### src/rtl/dmem_pkg.sv
// Shared types and lane helpers for the data-memory responder.
// Access-type encodings, FSM states and the byte-lane enable/extract functions.
package dmem_pkg;

  localparam int NUM_BYTES = 4;

  typedef enum logic [2:0] {
    DM_WORD   = 3'b000,
    DM_HALF   = 3'b001,
    DM_HALF_U = 3'b010,
    DM_BYTE   = 3'b011,
    DM_BYTE_U = 3'b100
  } dm_ctrl_e;

  typedef enum logic [1:0] {SZ_WORD, SZ_HALF, SZ_BYTE, SZ_BAD} size_e;

  typedef enum logic [2:0] {
    S_IDLE, S_RD_ISSUE, S_RD_DATA, S_RMW_RD, S_RMW_MERGE, S_WR, S_ERR, S_DONE
  } state_e;

  typedef struct packed {
    logic [1:0]  lane;
    size_e       sz;
    logic [31:0] wdata;
  } req_t;

  // Signedness is the CPU's business, so both half codes and both byte codes collapse.
  function automatic size_e ctrl_size(logic [2:0] c);
    case (c)
      DM_WORD:              return SZ_WORD;
      DM_HALF, DM_HALF_U:   return SZ_HALF;
      DM_BYTE, DM_BYTE_U:   return SZ_BYTE;
      default:              return SZ_BAD;
    endcase
  endfunction

  function automatic logic [NUM_BYTES-1:0] byte_en(size_e sz, logic [1:0] lane);
    case (sz)
      SZ_WORD: return 4'b1111;
      SZ_HALF: return lane[1] ? 4'b1100 : 4'b0011;
      SZ_BYTE: return 4'b0001 << lane;
      default: return 4'b0000;
    endcase
  endfunction

  function automatic logic [31:0] lane_extract(logic [31:0] word, size_e sz, logic [1:0] lane);
    logic [31:0] sh;
    sh = word >> {lane, 3'b000};
    case (sz)
      SZ_WORD: return word;
      SZ_HALF: return {16'h0000, sh[15:0]};
      SZ_BYTE: return {24'h000000, sh[7:0]};
      default: return 32'h0000_0000;
    endcase
  endfunction

endpackage

### src/rtl/dmem_if.sv
// CPU-side request/response bundle of the data-memory port.
interface dmem_if;
  logic        req;
  logic        mem_w;
  logic [31:0] addr;
  logic [31:0] wdata;
  logic [2:0]  dm_ctrl;
  logic [31:0] rdata;
  logic        ready;
  logic        err;

  modport master (output req, mem_w, addr, wdata, dm_ctrl, input rdata, ready, err);
  modport slave  (input req, mem_w, addr, wdata, dm_ctrl, output rdata, ready, err);
endinterface

### src/rtl/dmem_lane_unit.sv
// Combinational lane logic: right-justified load extract and byte-enable store merge.
module dmem_lane_unit
  import dmem_pkg::*;
(
  input  logic [31:0] rd_word,
  input  logic [31:0] st_data,
  input  size_e       sz,
  input  logic [1:0]  lane,
  output logic [31:0] ld_data,
  output logic [31:0] merged
);

  logic [NUM_BYTES-1:0]      be;
  logic [NUM_BYTES-1:0][7:0] rep;

  assign be = byte_en(sz, lane);

  // Replicate store data across the word so each lane just picks its own byte.
  always_comb begin
    rep = st_data;
    case (sz)
      SZ_HALF: rep = {2{st_data[15:0]}};
      SZ_BYTE: rep = {4{st_data[7:0]}};
      default: rep = st_data;
    endcase
  end

  for (genvar i = 0; i < NUM_BYTES; i++) begin : g_lane
    assign merged[8*i +: 8] = be[i] ? rep[i] : rd_word[8*i +: 8];
  end

  assign ld_data = lane_extract(rd_word, sz, lane);

endmodule

### src/rtl/dmem_responder.sv
// Data-memory target: runs one CPU load/store per request against a word-wide synchronous SRAM.
// Sub-word stores read-modify-write; bad requests complete with err and never touch the SRAM.
module dmem_responder
  import dmem_pkg::*;
#(
  parameter int          ADDR_W    = 10,
  parameter logic [31:0] BASE_ADDR = 32'h0000_0000
) (
  input  logic              clk,
  input  logic              reset,
  dmem_if.slave             bus,
  output logic              sram_en,
  output logic              sram_we,
  output logic [ADDR_W-1:0] sram_addr,
  output logic [31:0]       sram_wdata,
  input  logic [31:0]       sram_rdata
);

  localparam logic [32:0] SPAN = 33'(4) << ADDR_W;

  state_e      state_q, state_d;
  req_t        req_q;
  logic [31:0] rdata_q;
  logic [32:0] off;
  size_e       req_sz;
  logic        aligned, req_ok, accept;
  logic [31:0] ld_data, merged;

  // 33-bit offset: an address below BASE_ADDR wraps into bit 32 and fails the span test.
  assign req_sz = ctrl_size(bus.dm_ctrl);
  assign off    = {1'b0, bus.addr} - {1'b0, BASE_ADDR};
  assign req_ok = aligned && (off < SPAN);
  assign accept = (state_q == S_IDLE) && bus.req;

  always_comb begin
    aligned = 1'b0;
    case (req_sz)
      SZ_WORD: aligned = (bus.addr[1:0] == 2'b00);
      SZ_HALF: aligned = !bus.addr[0];
      SZ_BYTE: aligned = 1'b1;
      default: aligned = 1'b0;
    endcase
  end

  always_comb begin
    state_d = state_q;
    case (state_q)
      S_IDLE:
        if (bus.req) begin
          if (!req_ok)                 state_d = S_ERR;
          else if (!bus.mem_w)         state_d = S_RD_ISSUE;
          else if (req_sz == SZ_WORD)  state_d = S_WR;
          else                         state_d = S_RMW_RD;
        end
      S_RD_ISSUE:  state_d = S_RD_DATA;
      S_RD_DATA:   state_d = S_DONE;
      S_RMW_RD:    state_d = S_RMW_MERGE;
      S_RMW_MERGE: state_d = S_WR;
      S_WR:        state_d = S_DONE;
      default:     state_d = S_IDLE;
    endcase
  end

  always_ff @(posedge clk or negedge reset) begin
    if (!reset) state_q <= S_IDLE;
    else        state_q <= state_d;
  end

  always_ff @(posedge clk or negedge reset) begin
    if (!reset) begin
      req_q <= '0;
    end else if (accept) begin
      req_q.lane  <= bus.addr[1:0];
      req_q.sz    <= req_sz;
      req_q.wdata <= bus.wdata;
    end
  end

  dmem_lane_unit u_lane (
    .rd_word (sram_rdata),
    .st_data (req_q.wdata),
    .sz      (req_q.sz),
    .lane    (req_q.lane),
    .ld_data (ld_data),
    .merged  (merged)
  );

  // SRAM strobes are registered off the next state so they line up with the issue states.
  always_ff @(posedge clk or negedge reset) begin
    if (!reset) begin
      sram_en    <= 1'b0;
      sram_we    <= 1'b0;
      sram_addr  <= '0;
      sram_wdata <= '0;
      rdata_q    <= '0;
    end else begin
      sram_en <= (state_d == S_RD_ISSUE) || (state_d == S_RMW_RD) || (state_d == S_WR);
      sram_we <= (state_d == S_WR);
      if (accept && req_ok) sram_addr <= off[ADDR_W+1:2];
      if (accept && state_d == S_WR) sram_wdata <= bus.wdata;
      else if (state_q == S_RMW_MERGE) sram_wdata <= merged;
      if (state_q == S_RD_DATA) rdata_q <= ld_data;
    end
  end

  assign bus.rdata = rdata_q;
  assign bus.ready = (state_q == S_DONE) || (state_q == S_ERR);
  assign bus.err   = (state_q == S_ERR);

endmodule
### src/flat_wrapper.sv
// flat-port wrapper written by rule: the top's interface ports become plain ports
module dmem_responder_flat import dmem_pkg::*;
#(
  parameter int          ADDR_W    = 10,
  parameter logic [31:0] BASE_ADDR = 32'h0000_0000
)
  (clk, reset, sram_en, sram_we, sram_addr, sram_wdata, sram_rdata, bus_req, bus_mem_w, bus_addr, bus_wdata, bus_dm_ctrl, bus_rdata, bus_ready, bus_err);
  dmem_if bus_i ();
  input  logic clk;
  input  logic reset;
  output logic sram_en;
  output logic sram_we;
  output logic [ADDR_W-1:0] sram_addr;
  output logic [31:0] sram_wdata;
  input  logic [31:0] sram_rdata;
  input wire logic [$bits(bus_i.req)-1:0] bus_req;
  input wire logic [$bits(bus_i.mem_w)-1:0] bus_mem_w;
  input wire logic [$bits(bus_i.addr)-1:0] bus_addr;
  input wire logic [$bits(bus_i.wdata)-1:0] bus_wdata;
  input wire logic [$bits(bus_i.dm_ctrl)-1:0] bus_dm_ctrl;
  output wire logic [$bits(bus_i.rdata)-1:0] bus_rdata;
  output wire logic [$bits(bus_i.ready)-1:0] bus_ready;
  output wire logic [$bits(bus_i.err)-1:0] bus_err;
  assign bus_i.req = bus_req;
  assign bus_i.mem_w = bus_mem_w;
  assign bus_i.addr = bus_addr;
  assign bus_i.wdata = bus_wdata;
  assign bus_i.dm_ctrl = bus_dm_ctrl;
  assign bus_rdata = bus_i.rdata;
  assign bus_ready = bus_i.ready;
  assign bus_err = bus_i.err;
  dmem_responder #(.ADDR_W(ADDR_W), .BASE_ADDR(BASE_ADDR)) u_core (.clk(clk), .reset(reset), .bus(bus_i), .sram_en(sram_en), .sram_we(sram_we), .sram_addr(sram_addr), .sram_wdata(sram_wdata), .sram_rdata(sram_rdata));
endmodule
### config.mk
export PLATFORM = sky130hd
export DESIGN_NAME = dmem_responder_flat
export DESIGN_NICKNAME = d
export VERILOG_FILES = /design/src/rtl/dmem_pkg.sv /design/src/rtl/dmem_if.sv /design/src/rtl/dmem_lane_unit.sv /design/src/rtl/dmem_responder.sv /design/src/flat_wrapper.sv
export SDC_FILE = /design/constraint.sdc
export NUM_CORES = 1
export LEC_CHECK = 0
export ABC_AREA = 0
export CELL_PAD_IN_SITES_DETAIL_PLACEMENT = 0
export CELL_PAD_IN_SITES_GLOBAL_PLACEMENT = 2
export CORE_MARGIN = 1.5
export CORE_UTILIZATION = 26
export CTS_CLUSTER_DIAMETER = 80
export DETAILED_ROUTE_END_ITERATION = 8
export HOLD_SLACK_MARGIN = 0.08
export PLACE_DENSITY = 0.75
export SLEW_MARGIN = 25
export SYNTH_ARGS = -nofsm -noshare
export SYNTH_HDL_FRONTEND = slang
export SYNTH_HIERARCHICAL = 1
export SYNTH_SLANG_ARGS = --single-unit
### constraint.sdc
create_clock -name clk -period 1.9 [get_ports clk]
set_input_delay 0.38 -clock clk [delete_from_list [all_inputs] [get_ports clk]]
set_output_delay 0.38 -clock clk [all_outputs]
set_load 0.01 [all_outputs]
==> flow_summary.ini <==
[global_routing]
grt_pass1_wl_mm = 34.40
grt.total_usage = 0.1877
grt_antenna_before_repair = 0
overflow = 0
grt_max_degree = 49
grt_pass1_vias = 5987

[power_and_ir_drop]
leakagePower_uw = 0.004550
peakVddDrop_mv = 0.6417
powerDensity_mw_per_mm2 = 1702

[synth]
seq_area_frac_synth = 0.4675
synth_edf_count = 0
ys_types = 46
postSynth.asyncResetShare = 1.000
synthAdderAreaFrac = 0.01016
synth_seq_cells = 115
syn_area_per_cell_um2 = 9.725
syn_inst = 633
synth-xor-area-share = 0
muxShareOfSynthArea = 0.1081
yosysWarnings = 6
synth_top_family_by_area = compound AO/OA/AOI/OAI gates
synth_nets = 741
synth_top_flop_cell = dfrtp_1
synth-simple-area-share = 0.1593
synth-compound-area-share = 0.2100
synth_area_mm2 = 0.006156

[placed_design]
place_area_mm2 = 0.009031
hpwl_mm = 16.43
dp_cells = 1178
place_congestion = 0.8490
portBuffers = 180
place_ws_ns = -0.6521

[setup_path]
r2r_end = u_core/sram_wdata[30]$_DFFE_PN0P_
regToRegStartpoint = u_core/req_q[32]$_DFFE_PN0P_
rrSetupSlack_ns = -0.12
worstPathCellList = buf_6 > ha_4 > a211oi_2 > or3_4 > buf_6 > nand2_2 > o21ai_2 > and3_4 > a221o_1
worstPathArrival_ns = 2.32
cpPeakStageDelay_ns = 0.43
crit_required_ns = 2.20
startpoint_type = flip-flop
end_kind = flip-flop
path_common_cell = buf_6
cpMaxStageDelayCell = or3_4
setup.worst_path.class = reg -> reg
cp_max_fo = 5
reg2regPathDepth = 9
startpoint = u_core/req_q[32]$_DFFE_PN0P_

[detailed_routing]
drt_iter0_markers = 233
via_per_inst = 4.703
drt-total-wl_mm = 22.47
drcViolationCount = 0
num_vias = 5757
wl_met3_um = 942
dr.max_layer_used = met4
first_pass_iters = 4
ant_nets = 0
met2_length_mm = 10.85
wire_per_inst_um = 18.36
wl_met1_mm = 10.37

[timing]
tightest_slew_ns = 0.4997
finalMaxSlewViolations = 0
max-slew-margin-rel = 0.6650
timing_hold_violations_final = 0
skew_ns = 0.009150
finalSetupViolations = 30
rsz0062_at_grt = true
fin_ws_ns = -0.1225
fmax_ghz = 0.4944
fin_crit_sh = 1.064
period_minus_slack_ns = 2.022

[clock_tree]
cts_tree = done
path_clk_slew_ns = 0.06
cts_max_level = 4
cts_made_buffers = 17
insertion_delay_ns = 0.42
clock_sinks = 115
cts_buffer_depth = 2
cts_root_buffer = clkbuf_16

[layout]
seqCellArea_mm2 = 0.002880
multi_input_area_mm2 = 0.003600
postLayoutCellArea_mm2 = 0.01035
n_antenna_cell = 0
final_cells = 1224
syn_to_final_growth_pct = 68.15
final_util = 0.4436
nets = 1000
nFillCells = 2261
drive_above_1_share = 0.3238

[die]
die_x_um = 156.9
die_h_um = 156.9
floorplan.rows = 56
start_util = 0.2638
ios = 181
core-area_mm2 = 0.02333
dieArea_mm2 = 0.02461

[flow_run]
cap_viol_max_count = 0

[worst_hold_path]
hold_path_depth = 4
hold_path_startpoint = bus_addr[1]
holdPathEnd = u_core/req_q[35]$_DFFE_PN0P_
hold_path_class = in -> reg

[run_status]
status = finished with violations
violations = negative setup slack
[report_power, final]
group | switching (uW) | leakage, uW | internal, uW | total, uW
Sequential | 714 | 0.00149 | 3390 | 4110
Clock | 1260 | 0.000275 | 1970 | 3240
Combinational | 4980 | 0.00278 | 5290 | 10300
Total | 6960 | 0.00455 | 10700 | 17600
[routing by layer]
layer / global-route usage / up-vias
met2: 0.3051 / 133
met1: 0.2482 / 2793
li1: - / 2809
met4: 0.05488 / 0
met5: 0 / -
met3: 0.04292 / 22
[repair_timing]
action / CTS / global route
resized for setup: 95 / 101
cloned: 2 / 3
pin swaps: 29 / 36
hold endpoints to repair: 26 / 0
hold buffers: 1 / 0
endpoints found under the setup margin: 61 / 63
setup buffers: 7 / 4
[through the flow]
stage / power [uW] / setup TNS, ns / hold slack, ns
floorplan: 8649 / -1.170 / 0.08441
global placement: 12590 / -28.32 / 0.3427
detailed placement: 12630 / -29.17 / 0.3440
CTS: 16690 / -4.061 / 0.4460
global route: 18790 / -5.935 / 0.3623
finish: 17620 / -1.816 / 0.3402
[cells in the mapped netlist, types with 5 or more instances]
library cell,instances,area [um^2]
nor3_1,6,30.03
a32oi_1,25,219.0
clkbuf_1,18,67.56
o211ai_1,8,60.06
a21oi_1,35,175.2
inv_1,15,56.30
buf_2,23,115.1
nor2b_1,11,68.82
nand2_1,108,405.4
a22oi_1,16,120.1
o21ai_0,31,155.2
and3_1,6,37.54
dfrtp_1,115,2878
a221o_1,5,50.05
a22o_1,9,78.83
ha_1,5,62.56
and2_1,23,143.9
a211oi_1,10,75.07
o2bb2ai_1,25,219.0
a21o_1,6,45.04
mux2_2,50,563.0
mux2i_1,8,80.08
nor2_1,40,150.1
[worst max-delay path by stage]
stage | endpoint | slack (ns) | cells after the start
6_report | u_core/sram_wdata[30]$_DFFE_PN0P_ | -0.12 | 9
5_1_grt | u_core/sram_wdata[13]$_DFFE_PN0P_ | -0.20 | 11
4_1_cts | u_core/sram_wdata[5]$_DFFE_PN0P_ | -0.20 | 9
3_5_place_dp | u_core/sram_wdata[28]$_DFFE_PN0P_ | -0.65 | 7
3_3_place_gp | u_core/sram_addr[8]$_DFFE_PN0P_ | -0.61 | 7
2_1_floorplan | u_core/sram_wdata[27]$_DFFE_PN0P_ | -0.08 | 10
[flip-flops by register name, indices dropped and copies added (netlist names)]
register	flops
u_core/bus.rdata	32
u_core/state_q	3
u_core/sram_en	1
u_core/sram_we	1
u_core/sram_addr	10
u_core/req_q	36
u_core/sram_wdata	32
[critical path: cells and delay by family, from the launching register on]
kind / cells / cell delay, ns
adder cells (fa/ha/maj): 1 / 0.16
flip-flops: 1 / 0.42
AO/OA/AOI/OAI: 3 / 0.39
buffers and inverters: 2 / 0.27
AND/OR/NAND/NOR: 3 / 0.67
[final cells by class]
cell class / count / area share
inverter: 15 / 0.005923
clock inverter: 14 / 0.01499
sequential: 115 / 0.2783
tap: 319 / 0.03856
timing repair buffer: 286 / 0.2721
multi-input combinational: 457 / 0.3478
clock buffer: 18 / 0.04243
[cell families (layout without fill, tap and decap cells)]
group                    count (synthesis)  in the layout
adder cells (fa/ha/maj)                  5              5
flip-flops                             115            115
multiplexers                            60             60
AND/OR/NAND/NOR                        214            215
AO/OA/AOI/OAI                          177            177
buffers and inverters                   62            333
[placed cells by master (no fill, tap or decap), types with 7 or more instances in the layout]
cell | Yosys | routed
a211oi_1 | 10 | 8
a21oi_1 | 35 | 22
a21oi_2 | 1 | 9
a22o_1 | 9 | 9
a22oi_2 | 0 | 11
a32oi_1 | 25 | 18
a32oi_2 | 0 | 7
and2_1 | 23 | 21
buf_12 | 0 | 8
buf_4 | 2 | 76
buf_6 | 1 | 17
clkbuf_16 | 0 | 18
clkdlybuf4s50_1 | 0 | 155
dfrtp_1 | 115 | 113
dlygate4sd2_1 | 0 | 10
dlymetal6s2s_1 | 0 | 9
inv_1 | 15 | 11
mux2_2 | 50 | 24
mux2_4 | 0 | 28
mux2i_1 | 8 | 8
nand2_1 | 108 | 102
nor2_1 | 40 | 32
nor2b_1 | 11 | 8
o211ai_1 | 8 | 8
o21ai_0 | 31 | 10
o21ai_1 | 0 | 12
o21ai_2 | 0 | 9
o2bb2ai_1 | 25 | 22
Power figures use the tool's default switching activity.
